===== src/rtl/bus_fetch_sequencer.sv =====
// Instruction-fetch bus sequencer: T0 PC->MAR, T1 ZLow->PC + memory read, T2 MDR->IR, then execute handoff.
// Define BUS_SEQ_TIMEOUT_EN to enable the memory-read timeout into a sticky FAULT state.
module bus_fetch_sequencer #(
   parameter logic [4:0] SEL_PC      = 5'd20,
   parameter logic [4:0] SEL_ZLOW    = 5'd19,
   parameter logic [4:0] SEL_MDR     = 5'd21,
   parameter logic [4:0] SEL_IDLE    = 5'd31,
   parameter logic [3:0] MEM_TIMEOUT = 4'd15
) (
   input  logic        clock,
   input  logic        clear_n,
   input  logic        run,
   input  logic        stop,
   input  logic        mem_ready,
   input  logic        exec_done,
   output logic [4:0]  bus_sel,
   output logic        mar_in,
   output logic        inc_pc,
   output logic        z_in,
   output logic        pc_in,
   output logic        mem_read,
   output logic        mdr_in,
   output logic        ir_in,
   output logic        exec_start,
   output logic        busy,
   output logic        fault,
   output logic [15:0] instr_count
);

   typedef enum logic [2:0] {
      S_IDLE, S_T0, S_T1, S_T1W, S_T2, S_EXEC, S_FAULT
   } state_t;

   typedef struct packed {
      logic mar_in;
      logic inc_pc;
      logic z_in;
      logic pc_in;
      logic mem_read;
      logic ir_in;
      logic exec_start;
      logic busy;
      logic fault;
   } ctl_t;

   state_t      state_q, state_d;
   logic [3:0]  wait_cnt_q, wait_cnt_d;
   logic [15:0] instr_cnt_q, instr_cnt_d;
   logic [4:0]  bus_sel_q, bus_sel_d;
   ctl_t        ctl_q, ctl_d;

   always_comb begin
      state_d     = state_q;
      wait_cnt_d  = wait_cnt_q;
      instr_cnt_d = instr_cnt_q;
      case (state_q)
         S_IDLE:  if (run && !stop) state_d = S_T0;
         S_T0:    state_d = S_T1;
         S_T1: begin
            state_d    = S_T1W;
            wait_cnt_d = '0;
         end
         S_T1W: begin
            if (mem_ready) begin
               state_d = S_T2;
            end else begin
               wait_cnt_d = (wait_cnt_q == MEM_TIMEOUT) ? wait_cnt_q : wait_cnt_q + 4'd1;
`ifdef BUS_SEQ_TIMEOUT_EN
               if (wait_cnt_d == MEM_TIMEOUT) state_d = S_FAULT;
`endif
            end
         end
         S_T2: begin
            state_d     = S_EXEC;
            instr_cnt_d = instr_cnt_q + 16'd1;
         end
         S_EXEC:  if (exec_done) state_d = (run && !stop) ? S_T0 : S_IDLE;
         S_FAULT: state_d = S_FAULT;
         default: state_d = S_IDLE;
      endcase

      // Outputs are decoded from the next state so the registered copies line up with state_q.
      bus_sel_d = SEL_IDLE;
      ctl_d     = '0;
      case (state_d)
         S_T0: begin
            bus_sel_d    = SEL_PC;
            ctl_d.mar_in = 1'b1;
            ctl_d.inc_pc = 1'b1;
            ctl_d.z_in   = 1'b1;
         end
         S_T1: begin
            bus_sel_d      = SEL_ZLOW;
            ctl_d.pc_in    = 1'b1;
            ctl_d.mem_read = 1'b1;
         end
         S_T1W:   ctl_d.mem_read = 1'b1;
         S_T2: begin
            bus_sel_d   = SEL_MDR;
            ctl_d.ir_in = 1'b1;
         end
         S_EXEC:  ctl_d.exec_start = (state_q != S_EXEC);
`ifdef BUS_SEQ_TIMEOUT_EN
         S_FAULT: ctl_d.fault = 1'b1;
`endif
         default: ctl_d = '0;
      endcase
      ctl_d.busy = (state_d != S_IDLE) && (state_d != S_FAULT);
   end

   always_ff @(posedge clock) begin
      if (!clear_n) begin
         state_q     <= S_IDLE;
         wait_cnt_q  <= '0;
         instr_cnt_q <= '0;
         bus_sel_q   <= SEL_IDLE;
         ctl_q       <= '0;
      end else begin
         state_q     <= state_d;
         wait_cnt_q  <= wait_cnt_d;
         instr_cnt_q <= instr_cnt_d;
         bus_sel_q   <= bus_sel_d;
         ctl_q       <= ctl_d;
      end
   end

   assign bus_sel     = bus_sel_q;
   assign mar_in      = ctl_q.mar_in;
   assign inc_pc      = ctl_q.inc_pc;
   assign z_in        = ctl_q.z_in;
   assign pc_in       = ctl_q.pc_in;
   assign mem_read    = ctl_q.mem_read;
   assign ir_in       = ctl_q.ir_in;
   assign exec_start  = ctl_q.exec_start;
   assign busy        = ctl_q.busy;
   assign fault       = ctl_q.fault;
   assign instr_count = instr_cnt_q;

   // MDR must capture in the very cycle memory data is valid, so it follows the live handshake.
   assign mdr_in = (state_q == S_T1W) && mem_ready;

endmodule


===== config.mk =====
export PLATFORM = sky130hd
export DESIGN_NAME = bus_fetch_sequencer
export DESIGN_NICKNAME = d
export VERILOG_FILES = /design/src/rtl/bus_fetch_sequencer.sv
export SDC_FILE = /design/constraint.sdc
export NUM_CORES = 1
export LEC_CHECK = 0
export ABC_AREA = 0
export CAP_MARGIN = 20
export CORE_AREA = 2 2 57 59
export DETAILED_ROUTE_END_ITERATION = 10
export DIE_AREA = 0 0 59 61
export PLACE_DENSITY = 0.75
export SYNTH_ARGS = -nofsm -noshare
export SYNTH_HDL_FRONTEND = slang
export SYNTH_SLANG_ARGS = --single-unit

===== constraint.sdc =====
create_clock -name clock -period 2 [get_ports clock]
set_input_delay 0.3 -clock clock [delete_from_list [all_inputs] [get_ports clock]]
set_output_delay 0.3 -clock clock [all_outputs]
set_load 0.02 [all_outputs]

==> key figures <==
Global route
  • Number of antenna violations at the first check in global routing: 0
  • Number of global-route vias before repair: 1090
  • GRT Residual Overflow: 0
  • Wire length of the first global-routing pass: ~4600 um
  • Pin count of the biggest net entering global routing: 13
  • All-layer global routing usage: 17.26%

Floorplanning
  • Core box area: ~3000 um^2
  • Die Width: 59 um
  • Initial Util: 44.87%
  • Die height: 61 um
  • Site Rows: 20
  • Die area: 3599 um^2
  • I/O Pins: 37

Clocking
  • H-tree depth: 2
  • CTS tree: built
  • Total CTS buffers: 5
  • Clock transition at path regs: 0.11 ns
  • Root Driver: clkbuf_4
  • CTS Sinks: 29
  • Worst skew pair latency: approximately 0.34 ns
  • CTS max path bufs: 2
  • # hold bufs at CTS: 0

Synthesis
  • Gate count of the mapped netlist: about 150
  • Net Count, Synth: approximately 150
  • Synth top area share: 43.81%
  • Number of flops mapped to enable cells by yosys: 0
  • Top cells by count, synth: dfxtp_1, nand2_1, nor2_1
  • Synth Cell Area: about 1300 um^2
  • Yosys cell types: between 40 and 50
  • Sequential fraction of the synthesis area: 43.81%
  • Count leader, synth: dfxtp_1
  • Dominant cell type by area after synthesis: dfxtp_1
  • Mean area per synthesized cell: 9.075 um^2
  • Top area cells in the synthesized netlist: dfxtp_1, nand2_1, nor2_1
  • Asr flop ratio synth: 0%
  • Synth Warn #: 0
  • Top_reg_cell synth: dfxtp_1
  • Yosys reg bits: 29

Cells and area
  • Fillers: 265
  • Fin util: 59.79%
  • Finished Cell Area: roughly 1800 um^2
  • Antenna Cells: 0
  • Layout cells sized above 1: 12.37%
  • Nets: 192
  • Synth-to-layout area growth: 33.24%

Detailed routing
  • DRC: 0
  • Uppermost routed layer: met4
  • Via/cell ratio: 5.297
  • Via count: 1160
  • WL met3: 147 um
  • Drt wl/cell: 12.63 um
  • DRT iter0 DRCs: 35
  • Met2 wire length: 1401 um
  • Final ANT Viol Nets: 0
  • Routed WL: between 2000 and 3000 um
  • Drt pass-1 iters: 4
  • Met1 Wirelength: between 1000 and 1500 um

Worst setup path
  • Critical Path End Type: primary output
  • Data arrival, critical path: 1.55 ns
  • Top cell family by delay on the critical path: buffers and inverters
  • CP cell instances: clkdlybuf4s50_1
  • Slowest-stage cell, CP: clkdlybuf4s50_1
  • WP buf/inv: 1
  • CP max stage delay: 0.67 ns
  • CP Data Required Time: 1.70 ns
  • Crit path kind: flop to primary output
  • Worst-path fanout max: 6
  • Crit start category: flop

Placement
  • Placed Area: 1707 um^2
  • HPWL Detailed: 2112 um
  • Number of port buffers: 34
  • RD Place Congestion: 0.7262

STA
  • Final min period: 1.849 ns
  • RSZ-0062 raised after global routing: false
  • Final hold violation count: 0
  • Period utilization: 92.43%
  • Final setup TNS: 0 ns
  • Setup-failing EPs final: 0
  • Fmax: 540.9 MHz
  • Setup Skew: 0.01567 ns
  • Pins Over Slew Limit: 0

Status
  • Status: finished, final reports clean

Run
  • Number of max-cap violations: 0

Worst hold path
  • Worst Hold Class: flop to flop

Power
  • P_leak: 0.6501 nW
  • Max IR drop VDD: just over 400 uV
  • PD cells: roughly 640 nW/um^2
[placed cells by master (no fill, tap or decap), types with 2 or more instances in the layout]
cell type	Yosys	routed
a311oi_1	2	2
o211ai_1	2	2
inv_1	3	3
mux2i_1	3	3
nor2_1	12	12
and2_1	4	4
xor2_1	3	3
nand3_1	6	6
a21oi_1	6	6
xnor2_1	5	5
nor4_2	2	2
nand2_1	13	13
clkdlybuf4s50_1	0	33
conb_1	2	2
nand2b_1	4	4
clkinv_2	0	2
nor3b_1	2	2
or3_1	2	2
buf_4	4	7
nor2b_1	4	4
o21ai_0	6	6
nor3_1	3	3
clkbuf_4	0	5
and3_1	3	3
nand4_1	5	5
dfxtp_1	29	28
[registers in the layout, indices dropped and copies added (netlist names)]
| name | count |
|---|---|
| bus_sel | 4 |
| busy | 1 |
| exec_start | 1 |
| instr_count | 16 |
| ir_in | 1 |
| mar_in | 1 |
| mem_read | 1 |
| pc_in | 1 |
| state_q | 3 |
[final cells by class]
| type | count | area (um^2) | area share, % |
|---|---|---|---|
| clock buffer | 5 | 37.54 | 2.126 |
| clock inverter | 3 | 17.52 | 0.9922 |
| inverter | 4 | 15.01 | 0.8505 |
| multi-input combinational | 104 | 676.9 | 38.34 |
| sequential | 29 | 581.8 | 32.96 |
| tap | 33 | 41.29 | 2.339 |
| timing repair buffer | 41 | 395.4 | 22.40 |
[where the power goes]
part           leakage, nW  internal, mW  switching, mW
combinational        0.383        0.0810         0.0875
clock               0.0310         0.132          0.217
sequential           0.236         0.599         0.0129
[path summary, 6_finish.rpt]
| path | start | to | slack [ns] | cells past startpoint |
|---|---|---|---|---|
| min | instr_count[13] | instr_count[13] | 0.50 | 2 |
| max | instr_count[2] | instr_count[2] | 0.15 | 1 |
| max reg2reg | instr_count[0] | instr_count[14] | 0.40 | 5 |
| min reg2reg | instr_count[13] | instr_count[13] | 0.50 | 2 |
[metal layers]
layer,track usage [%],up-vias
met5,0,-
met2,28.89,28
li1,-,583
met4,11.04,0
met1,19.48,543
met3,4.691,6
[repair_timing]
item / in CTS / in global routing
setup buffers: 0 / 0
gates resized for setup: 1 / 1
endpoints found under the setup margin: 1 / 1
endpoints found under the hold margin: 0 / 0
[cells by family after synthesis]
| family | after synthesis | synth area share (%) |
|---|---|---|
| AOI/OAI and AO/OA | 21 | 9.727 |
| xor gates and xnor gates | 8 | 5.288 |
| adders and majority gates | 1 | 0.9441 |
| buffers and inverters | 13 | 5.099 |
| DFF | 29 | 43.82 |
| muxes | 3 | 2.266 |
| other | 2 | 0.5668 |
| and+or+nand+nor | 69 | 32.29 |
[metrics by stage]
step,cells,worst slack (ns),hold slack [ns],power (mW)
2_1_floorplan,146,0.3433,0.4966,0.7268
3_3_place_gp,211,0.1240,0.4784,0.7913
3_5_place_dp,211,0.1147,0.4945,0.7950
4_1_cts,219,0.04121,0.5082,1.142
5_1_grt,219,0.09291,0.5189,1.179
6_report,219,0.1514,0.5003,1.130
[worst register-to-register path: stages (launching register included)]
cell	delay, ns
dfxtp_1	0.39
ha_1	0.16
and4bb_2	0.31
nand3_4	0.13
or4b_1	0.48
o21ai_0	0.08
No activity file was read; power rests on OpenSTA's default activity.
